**src/rtl/ifu_fetch_ctrl_if.sv**
```systemverilog
// Instruction-memory request/response channel between the fetch controller (master)
// and instruction memory (slave): one valid/ready request, one response beat per request.
interface ifu_fetch_ctrl_if;
  logic        req_valid;
  logic        req_ready;
  logic [31:0] req_addr;
  logic        rsp_valid;
  logic [31:0] rsp_data;

  modport master (
    output req_valid,
    output req_addr,
    input  req_ready,
    input  rsp_valid,
    input  rsp_data
  );

  modport slave (
    input  req_valid,
    input  req_addr,
    output req_ready,
    output rsp_valid,
    output rsp_data
  );
endinterface

```
**src/rtl/ifu_fetch_ctrl.sv**
```systemverilog
// Fetch front end: owns the PC, keeps one imem request in flight and presents {if_pc, if_instr}.
// Define IFU_MISALIGN_CHECK_EN to turn misaligned redirect targets into a held fault output.
module ifu_fetch_ctrl #(
  parameter logic [31:0] RESET_PC = 32'h8000_0000
) (
  input  logic             clk,
  input  logic             rst,
  input  logic             stall,
  input  logic             redirect,
  input  logic [31:0]      redirect_pc,
  ifu_fetch_ctrl_if.master imem,
  output logic             if_valid,
  output logic [31:0]      if_pc,
  output logic [31:0]      if_instr,
  output logic             if_misalign
);

  localparam logic [2:0] S_REQ  = 3'd0;
  localparam logic [2:0] S_WAIT = 3'd1;
  localparam logic [2:0] S_HOLD = 3'd2;
  localparam logic [2:0] S_DROP = 3'd3;
`ifdef IFU_MISALIGN_CHECK_EN
  localparam logic [2:0] S_FAULT = 3'd4;
`endif

  logic [2:0]  state;
  logic [31:0] pc;
  logic        handshake;
  logic        consume;
  logic        stale_after;
  logic [31:0] redirect_target;

  assign imem.req_valid = (state == S_REQ) & ~rst;
  assign imem.req_addr  = pc;
  assign handshake      = imem.req_valid & imem.req_ready;
  assign consume        = if_valid & ~stall;

  // A request is still owed a response after this edge if one is accepted now,
  // or one is in flight and its response is not arriving this cycle.
  assign stale_after = ((state == S_REQ) & handshake)
                     | (((state == S_WAIT) | (state == S_DROP)) & ~imem.rsp_valid);

`ifdef IFU_MISALIGN_CHECK_EN
  logic fault_pend;
  logic target_misaligned;

  assign redirect_target   = redirect_pc;
  assign target_misaligned = |redirect_pc[1:0];
`else
  assign redirect_target = redirect_pc & 32'hFFFF_FFFC;
  assign if_misalign     = 1'b0;
`endif

  // NOTE: all state below uses non-blocking assignments so every register samples
  // pre-edge values; a later assignment in the same block simply takes priority.
  always_ff @(posedge clk or posedge rst) begin
    if (rst) begin
      state    <= S_REQ;
      pc       <= RESET_PC;
      if_valid <= 1'b0;
      if_pc    <= '0;
      if_instr <= '0;
`ifdef IFU_MISALIGN_CHECK_EN
      if_misalign <= 1'b0;
      fault_pend  <= 1'b0;
`endif
    end else if (redirect) begin
      pc       <= redirect_target;
      if_valid <= 1'b0;
      state    <= stale_after ? S_DROP : S_REQ;
`ifdef IFU_MISALIGN_CHECK_EN
      if_misalign <= 1'b0;
      fault_pend  <= target_misaligned & stale_after;
      if (target_misaligned & ~stale_after) begin
        state       <= S_FAULT;
        if_valid    <= 1'b1;
        if_pc       <= redirect_pc;
        if_instr    <= '0;
        if_misalign <= 1'b1;
      end
`endif
    end else begin
      case (state)
        S_REQ: begin
          if (handshake) state <= S_WAIT;
        end
        S_WAIT: begin
          if (imem.rsp_valid) begin
            if_pc    <= pc;
            if_instr <= imem.rsp_data;
            if_valid <= 1'b1;
            pc       <= pc + 32'd4;
            state    <= S_HOLD;
          end
        end
        S_HOLD: begin
          if (consume) begin
            if_valid <= 1'b0;
            state    <= S_REQ;
          end
        end
        S_DROP: begin
          if (imem.rsp_valid) begin
`ifdef IFU_MISALIGN_CHECK_EN
            // The drained fetch was hiding a misaligned redirect; raise the fault now.
            if (fault_pend) begin
              state       <= S_FAULT;
              if_valid    <= 1'b1;
              if_pc       <= pc;
              if_instr    <= '0;
              if_misalign <= 1'b1;
              fault_pend  <= 1'b0;
            end else
`endif
            state <= S_REQ;
          end
        end
`ifdef IFU_MISALIGN_CHECK_EN
        S_FAULT: begin
          state <= S_FAULT;
        end
`endif
        default: state <= S_REQ;
      endcase
    end
  end

endmodule

```
**src/flat_wrapper.sv**
```systemverilog
// flat-port wrapper written by rule: the top's interface ports become plain ports
module ifu_fetch_ctrl_flat 
#(
  parameter logic [31:0] RESET_PC = 32'h8000_0000
)
  (clk, rst, stall, redirect, redirect_pc, if_valid, if_pc, if_instr, if_misalign, imem_req_valid, imem_req_addr, imem_req_ready, imem_rsp_valid, imem_rsp_data);
  ifu_fetch_ctrl_if imem_i ();
  input  logic clk;
  input  logic rst;
  input  logic stall;
  input  logic redirect;
  input  logic [31:0] redirect_pc;
  output logic if_valid;
  output logic [31:0] if_pc;
  output logic [31:0] if_instr;
  output logic if_misalign;
  output wire logic [$bits(imem_i.req_valid)-1:0] imem_req_valid;
  output wire logic [$bits(imem_i.req_addr)-1:0] imem_req_addr;
  input wire logic [$bits(imem_i.req_ready)-1:0] imem_req_ready;
  input wire logic [$bits(imem_i.rsp_valid)-1:0] imem_rsp_valid;
  input wire logic [$bits(imem_i.rsp_data)-1:0] imem_rsp_data;
  assign imem_req_valid = imem_i.req_valid;
  assign imem_req_addr = imem_i.req_addr;
  assign imem_i.req_ready = imem_req_ready;
  assign imem_i.rsp_valid = imem_rsp_valid;
  assign imem_i.rsp_data = imem_rsp_data;
  ifu_fetch_ctrl #(.RESET_PC(RESET_PC)) u_core (.clk(clk), .rst(rst), .stall(stall), .redirect(redirect), .redirect_pc(redirect_pc), .imem(imem_i), .if_valid(if_valid), .if_pc(if_pc), .if_instr(if_instr), .if_misalign(if_misalign));
endmodule
```
**config.mk**
```make
export PLATFORM = sky130hd
export DESIGN_NAME = ifu_fetch_ctrl_flat
export DESIGN_NICKNAME = d
export VERILOG_FILES = /design/src/rtl/ifu_fetch_ctrl_if.sv /design/src/rtl/ifu_fetch_ctrl.sv /design/src/flat_wrapper.sv
export SDC_FILE = /design/constraint.sdc
export NUM_CORES = 1
export LEC_CHECK = 0
export ABC_AREA = 1
export CAP_MARGIN = 20
export CORE_MARGIN = 3
export CORE_UTILIZATION = 49
export DETAILED_ROUTE_END_ITERATION = 8
export HOLD_SLACK_MARGIN = 0.02
export PLACE_DENSITY = 0.87
export SLEW_MARGIN = 10
export SYNTH_ARGS = -nofsm -noshare
export SYNTH_HDL_FRONTEND = slang
export SYNTH_SLANG_ARGS = --single-unit
```
**constraint.sdc**
```tcl
create_clock -name clk -period 6.25 [get_ports clk]
set_clock_uncertainty 0.15 [all_clocks]
set_input_delay 1.25 -clock clk [delete_from_list [all_inputs] [get_ports clk]]
set_output_delay 1.25 -clock clk [all_outputs]
set_load 0.01 [all_outputs]
```
==> impl_summary.log, run 1 <==
INFO  metric outcome = finished, final reports clean
INFO  metric synth.avg_cell_area = 7.42 um^2
INFO  metric unrepaired_setup_endpoints_after_global_routing = false
INFO  metric hold_class = reg -> reg
INFO  metric area.growth.synth_to_final = 40.5%
INFO  metric dominantRegCellSynth = sky130_fd_sc_hd__dfrtp_1
INFO  metric route.detailed.vias_per_inst = 5.14
INFO  metric tritoncts = yes
INFO  metric timing.critical_path.max_delay_family = buffers and inverters
INFO  metric synthDistinctLibCells = 32
INFO  metric floorplan.die.height = 104 um
INFO  metric max-slew-margin-rel = 29.5%
INFO  metric gp_congestion = 0.871
INFO  metric cp_cell_sequence = clkdlybuf4s50_1 > nor2_8 > inv_2 > buf_4 > nor2_1 > a22oi_1 > nand2_1
INFO  metric cts.clk_slew.worst_paths = 0.10 ns
INFO  metric critical_path_arrival = 4.07 ns
INFO  metric timing.final.crit_period = 3.97 ns
INFO  metric clk_root_buffer_cell = sky130_fd_sc_hd__clkbuf_8
INFO  metric cts-htree-levels = 3
INFO  metric critPathKind = in -> reg
INFO  metric grt_start_max_net_pins = 72
INFO  metric gr-total-overflow = 0
INFO  metric ir_drop = 0.217 mV
INFO  metric mostFrequentLayoutCell = sky130_fd_sc_hd__nand2_1
INFO  metric cts_resizes = 0
INFO  metric synth_enable_flop_cells = 0
INFO  metric setup_tns = 0 ns
INFO  metric p_leak = 3.08 nW
INFO  metric layout.core_utilization = 71.2%
INFO  metric post_route_cells_drive_above_1_share = 4.20%
INFO  metric final-setup-viol-count = 0
INFO  metric num_vias = 4702
INFO  metric top_layer_used = met4
INFO  metric remaining_drc_errors = 0
INFO  metric number_of_optimization_iterations_in_the_first_detailed_route_pass = 5
INFO  metric ant_nets = 0
INFO  metric cp.required = 6.34 ns
INFO  metric crit_buf_inv = 3
INFO  metric cts_setup_buffers = 0
INFO  metric antenna_found_initial = 0
INFO  metric drv.max_cap_violation_count = 0
INFO  metric nNetsFinal = 853
INFO  metric cp_slowest_cell = sky130_fd_sc_hd__clkdlybuf4s50_1
INFO  metric worst_slew_pin_slew = 1.05 ns
INFO  metric portBuffers = 161
INFO  metric powerDensity = 386 nW/um^2
INFO  metric routed_length_on_met1 = 5.90 mm
INFO  metric setup.worst_path.end_class = flip-flop
INFO  metric groute.usage.overall = 25.0%
INFO  metric routed_wire_length_per_instance = 14.8 um
INFO  metric die_area = 10800 um^2
INFO  metric wl = 13.6 mm
INFO  metric num_io_pins = 169
INFO  metric core.rowCount = 35
INFO  metric amount_of_wire_on_met3_after_detailed_routing = 1.03 mm
INFO  metric hold_violations = 0
INFO  metric placeableCoreArea = 9240 um^2
INFO  metric final_cell_mix = sky130_fd_sc_hd__nand2_1, sky130_fd_sc_hd__clkdlybuf4s50_1, sky130_fd_sc_hd__dfrtp_1, sky130_fd_sc_hd__nor2_1, sky130_fd_sc_hd__inv_1
INFO  metric yosys_register_bits = 95
INFO  metric drt_iter0_markers = 378
INFO  metric worst_setup_sp_type = input port
INFO  metric cts_hold_repair.buffers = 0
INFO  metric antenna-diode-count = 0
INFO  metric first_global_vias = 4515
INFO  metric grt_first_pass_wirelength = 22.1 mm
INFO  metric cts_made_buffers = 9
INFO  metric cp_slowest_stage_delay = 1.16 ns
INFO  metric yosys_warnings = 0
INFO  metric die_width = 104 um
INFO  metric maxSlewViolCount = 0
INFO  metric start_util = 50.7%
INFO  metric synth_cells = 631
INFO  metric hpwlAfterDp = 9.83 mm
INFO  metric worst-path-max-fanout = 71
INFO  metric ys_async_sr_fraction = 100%
INFO  metric wl_met2 = 6.47 mm
INFO  metric synth_seq_area_share = 50.8%
INFO  metric clk_path_buf_depth = 2
INFO  metric clkLatencyLatePin = 0.36 ns
INFO  metric max_freq = 252 MHz
INFO  metric final_min_period_over_clock_period = 63.6%
INFO  metric synthesis.area = 4680 um^2
INFO  metric count_of_clock_tree_sinks = 95
==> through the flow <==
step	setup slack [ns]	cells	total power [mW]	instance area, um^2	hold slack (ns)
CTS	2.30	914	2.55	6560	0.330
global route	2.08	915	2.69	6580	0.349
floorplan	2.10	635	1.45	4700	0.334
global placement	1.99	899	2.01	6320	0.302
finish	2.28	915	2.54	6580	0.326
detailed placement	1.91	899	2.06	6320	0.309
==> area by class of cell <==
class | count | area [um^2]
fill | 723 | 2660
sequential | 95 | 2380
multi-input combinational | 471 | 2000
timing repair buffer | 164 | 1640
tap | 129 | 161
inverter | 41 | 156
clock buffer | 9 | 124
clock inverter | 6 | 115
==> synth_stat cells (all sizes together) (2+ instances only) <==
cell type	n	share of area, %
a21oi	6	0.64
o21ai	34	3.6
inv	41	3.3
nand2	270	22
clkbuf	7	0.56
nor3	2	0.21
a22oi	5	0.80
nand3	34	3.6
nand4	6	0.80
nor2	94	8.3
xor2	2	0.37
o22ai	3	0.40
o221ai	3	0.56
o211ai	2	0.32
buf	21	2.9
dfrtp	94	50
==> cell families after synthesis <==
logic type | count (synthesis) | synth area share, %
AO/OA/AOI/OAI | 54 | 6.50
flip-flops | 95 | 50.8
XOR/XNOR | 2 | 0.374
AND/OR/NAND/NOR | 409 | 35.2
buffers and inverters | 69 | 6.76
adder cells (fa/ha/maj) | 1 | 0.267
other | 1 | 0.0801
==> metal layers <==
layer | vias up | global-route usage, %
li1 | 2267 | -
met1 | 2193 | 33.5
met2 | 223 | 42.3
met3 | 19 | 4.92
met4 | 0 | 5.89
met5 | - | 0
==> registers in the layout, indices dropped and copies added, names as in the netlist <==
signal / count
u_core.if_instr: 32
u_core.if_pc: 30
u_core.if_valid: 1
u_core.imem.req_addr: 30
u_core.state: 2
==> path summary, 6_finish.rpt <==
| check | startpoint | endpoint | slack (ns) | cells past startpoint |
|---|---|---|---|---|
| hold reg to reg | u_core.if_instr[2]$_DFFE_PP0P_ | u_core.if_instr[2]$_DFFE_PP0P_ | 0.33 | 2 |
| max in group asynchronous | rst | u_core.imem.req_addr[5]$_DFFE_PP0P_ | 3.72 | 3 |
| min in group asynchronous | rst | u_core.if_valid$_DFFE_PP0P_ | 1.18 | 2 |
| setup / recovery | redirect | u_core.imem.req_addr[18]$_DFFE_PP0P_ | 2.28 | 7 |
| setup reg to reg | u_core.state[0]$_DFFE_PP0P_ | u_core.imem.req_addr[18]$_DFFE_PP0P_ | 3.69 | 9 |
| hold / removal | u_core.if_instr[2]$_DFFE_PP0P_ | u_core.if_instr[2]$_DFFE_PP0P_ | 0.33 | 2 |
==> power by group <==
part / switching [mW] / total [mW] / leakage, nW / internal (mW)
Combinational: 0.482 / 1.04 / 1.80 / 0.554
Clock: 0.217 / 0.484 / 0.116 / 0.267
Sequential: 0.174 / 1.02 / 1.17 / 0.844
Total: 0.873 / 2.54 / 3.08 / 1.66
==> worst reg2reg max path, cell delays in order, from the launching register on <==
cell                      delay [ns]
sky130_fd_sc_hd__dfrtp_1        0.43
sky130_fd_sc_hd__inv_2          0.09
sky130_fd_sc_hd__nor2_4         0.14
sky130_fd_sc_hd__nand2_4        0.09
sky130_fd_sc_hd__nor2_8         0.48
sky130_fd_sc_hd__inv_2          0.27
sky130_fd_sc_hd__buf_4          0.39
sky130_fd_sc_hd__nor2_1         0.27
sky130_fd_sc_hd__a22oi_1        0.10
sky130_fd_sc_hd__nand2_1        0.12
Power figures use the tool's default switching activity.
==> inputs of run 2 (changes only) <==
- CORE_UTILIZATION: 49 -> 41
- PLACE_DENSITY: 0.87 -> 0.77
- clock period: 6.25 -> 3.6 ns (I/O delays scaled with it)
==> impl_summary.log, run 2 (synthesis results as in run 1) <==
INFO  metric final_cell_mix = sky130_fd_sc_hd__nand2_1, sky130_fd_sc_hd__clkdlybuf4s50_1, sky130_fd_sc_hd__dfrtp_1, sky130_fd_sc_hd__nor2_1, sky130_fd_sc_hd__inv_1
INFO  metric max_freq = 363 MHz
INFO  metric grtUsageMet2 = 36.4% (-5.9 points)
INFO  metric gp_congestion = 0.891 (+2.2%)
INFO  metric wl = 13.6 mm (+0.20%)
INFO  metric worst-path-max-fanout = 2 (-97%)
INFO  metric critPathKind = in -> out
INFO  metric clkLatencyLatePin = 0.34 ns (-0.02 ns)
INFO  metric cts_hold_repair.buffers = 0 (unchanged)
INFO  metric cts.clk_slew.worst_paths = 0.06 ns (-0.04 ns)
INFO  metric die_area = 12700 um^2 (+18%)
INFO  metric clk_path_buf_depth = 2 (unchanged)
INFO  metric groute.usage.overall = 21.5% (-3.5 points)
INFO  metric nNetsFinal = 858 (+0.59%)
INFO  metric hpwlAfterDp = 9.98 mm (+1.5%)
INFO  metric critical_path_arrival = 1.89 ns (-2.18 ns)
INFO  metric worst_slew_pin_slew = 0.694 ns (-0.361 ns)
INFO  metric cp.required = 2.73 ns (-3.61 ns)
INFO  metric use_met1 = 28.5% (-5.0 points)
INFO  metric num_io_pins = 169 (unchanged)
INFO  metric area.growth.synth_to_final = 43.8%
INFO  metric final_min_period_over_clock_period = 76.6%
INFO  metric hold_violations = 0 (unchanged)
INFO  metric routed_wire_length_per_instance = 14.6 um (-1.6%)
INFO  metric timing.final.crit_period = 2.76 ns
INFO  metric place_ws = 0.825 ns (-1.09 ns)
INFO  metric final-setup-viol-count = 0 (unchanged)
INFO  metric met3_usage = 4.97% (+0.051 points)
INFO  metric cts_made_buffers = 9 (unchanged)
INFO  metric post_route_cells_drive_above_1_share = 4.80% (+0.60 points)
INFO  metric p_leak = 3.15 nW (+2.3%)
INFO  metric number_of_optimization_iterations_in_the_first_detailed_route_pass = 7 (+2)
INFO  metric postLayoutSetupSlackWorst = 0.844 ns (-1.43 ns)
INFO  metric antenna_found_initial = 0 (unchanged)
INFO  metric unrepaired_setup_endpoints_after_global_routing = false
INFO  metric first_global_vias = 4581 (+1.5%)
INFO  metric count_of_clock_tree_sinks = 95 (unchanged)
INFO  metric die_width = 113 um (+8.8%)
INFO  metric core.rowCount = 38 (+8.6%)
INFO  metric remaining_drc_errors = 0 (unchanged)
INFO  metric ant_nets = 0 (unchanged)
INFO  metric start_util = 42.6% (-8.0 points)
INFO  metric cts_resizes = 0 (unchanged)
INFO  metric cts-htree-levels = 3 (unchanged)
INFO  metric antenna-diode-count = 0 (unchanged)
INFO  metric hold_class = reg -> reg
INFO  metric maxSlewViolCount = 0 (unchanged)
INFO  metric gr-total-overflow = 0 (unchanged)
INFO  metric largest_register_ff_count = 32 (unchanged)
INFO  metric worst_setup_sp_type = input port
INFO  metric floorplan.die.height = 113 um (+8.8%)
INFO  metric max-slew-margin-rel = 53.6% (+24 points)
INFO  metric ir_drop = 0.325 mV (+50%)
INFO  metric drt_iter0_markers = 277 (-27%)
INFO  metric clk_root_buffer_cell = sky130_fd_sc_hd__clkbuf_16
INFO  metric tritoncts = yes
INFO  metric drv.max_cap_violation_count = 0 (unchanged)
INFO  metric grt_first_pass_wirelength = 22.4 mm (+1.0%)
INFO  metric route.detailed.vias_per_inst = 4.92 (-4.2%)
INFO  metric portBuffers = 161 (unchanged)
INFO  metric placeableCoreArea = 11000 um^2 (+19%)
INFO  metric globalRoute.busiestLayer = met2
INFO  metric mostFrequentLayoutCell = sky130_fd_sc_hd__nand2_1
INFO  metric outcome = finished, final reports clean
INFO  metric setup_tns = 0 ns (unchanged)
INFO  metric num_vias = 4588 (-2.4%)
INFO  metric setup.worst_path.end_class = primary output
INFO  metric grt_start_max_net_pins = 49 (-32%)
INFO  metric max_flop_register = u_core.if_instr
INFO  metric cts_setup_buffers = 0 (unchanged)
INFO  metric powerDensity = 684 nW/um^2 (+77%)
[run 2: cell types whose count changed in the layout (fill, tap and decap cells not counted), sizes merged]
cell,previous run,this run
clkbuf,9,12
buf,3,8
bufinv,3,2
inv,43,40
clkinv,0,2
[run 2: critical path: stages]
cell                              delay [ns]
sky130_fd_sc_hd__clkdlybuf4s50_1        0.46
sky130_fd_sc_hd__nor3_1                 0.15
sky130_fd_sc_hd__clkdlybuf4s50_1        0.56
[run 2: final timing paths]
| path | cells past startpoint | slack (ns) | start | end |
|---|---|---|---|---|
| setup / recovery | 3 | 0.84 | rst | imem_req_valid |
| hold / removal | 2 | 0.32 | u_core.if_instr[14]$_DFFE_PP0P_ | u_core.if_instr[14]$_DFFE_PP0P_ |
| setup reg to reg | 10 | 1.47 | u_core.imem.req_addr[3]$_DFFE_PP0P_ | u_core.imem.req_addr[30]$_DFFE_PP0P_ |
| hold reg to reg | 2 | 0.32 | u_core.if_instr[14]$_DFFE_PP0P_ | u_core.if_instr[14]$_DFFE_PP0P_ |
| max in group asynchronous | 3 | 2.03 | rst | u_core.imem.req_addr[28]$_DFFE_PP0P_ |
| min in group asynchronous | 3 | 0.81 | rst | u_core.if_valid$_DFFE_PP0P_ |
[run 2: report_power, final]
group / internal (mW) / total, mW / switching [mW] / leakage (nW)
clock: 0.650 / 1.05 / 0.402 / 0.163
sequential: 1.47 / 1.75 / 0.286 / 1.17
combinational: 0.968 / 1.80 / 0.831 / 1.82
[run 2: layout make-up]
class / count / area, um^2
Inverter: 41 / 158
Clock inverter: 4 / 77.6
Fill cell: 963 / 4250
Tap cell: 140 / 175
Multi-Input combinational cell: 471 / 2000
Sequential cell: 95 / 2380
Clock buffer: 12 / 256
Timing Repair Buffer: 169 / 1680
[run 2: metal layers]
layer  part of all wire, %  routed length [um]
met1                    43                5810
met3                   8.3                1130
met2                    48                6510
met4                   1.0                 136
met5                     0                   0
[run 2: stage by stage]
stage	std cells	power, mW	instance area [um^2]	utilization, %	hold WS (ns)
2_1_floorplan	635	2.51	4700	-	0.334
3_3_place_gp	916	3.52	6400	58.2	0.304
3_5_place_dp	916	3.58	6400	58.2	0.310
4_1_cts	932	4.65	6730	61.3	0.326
5_1_grt	932	4.91	6730	61.3	0.336
6_report	932	4.61	6730	61.3	0.321
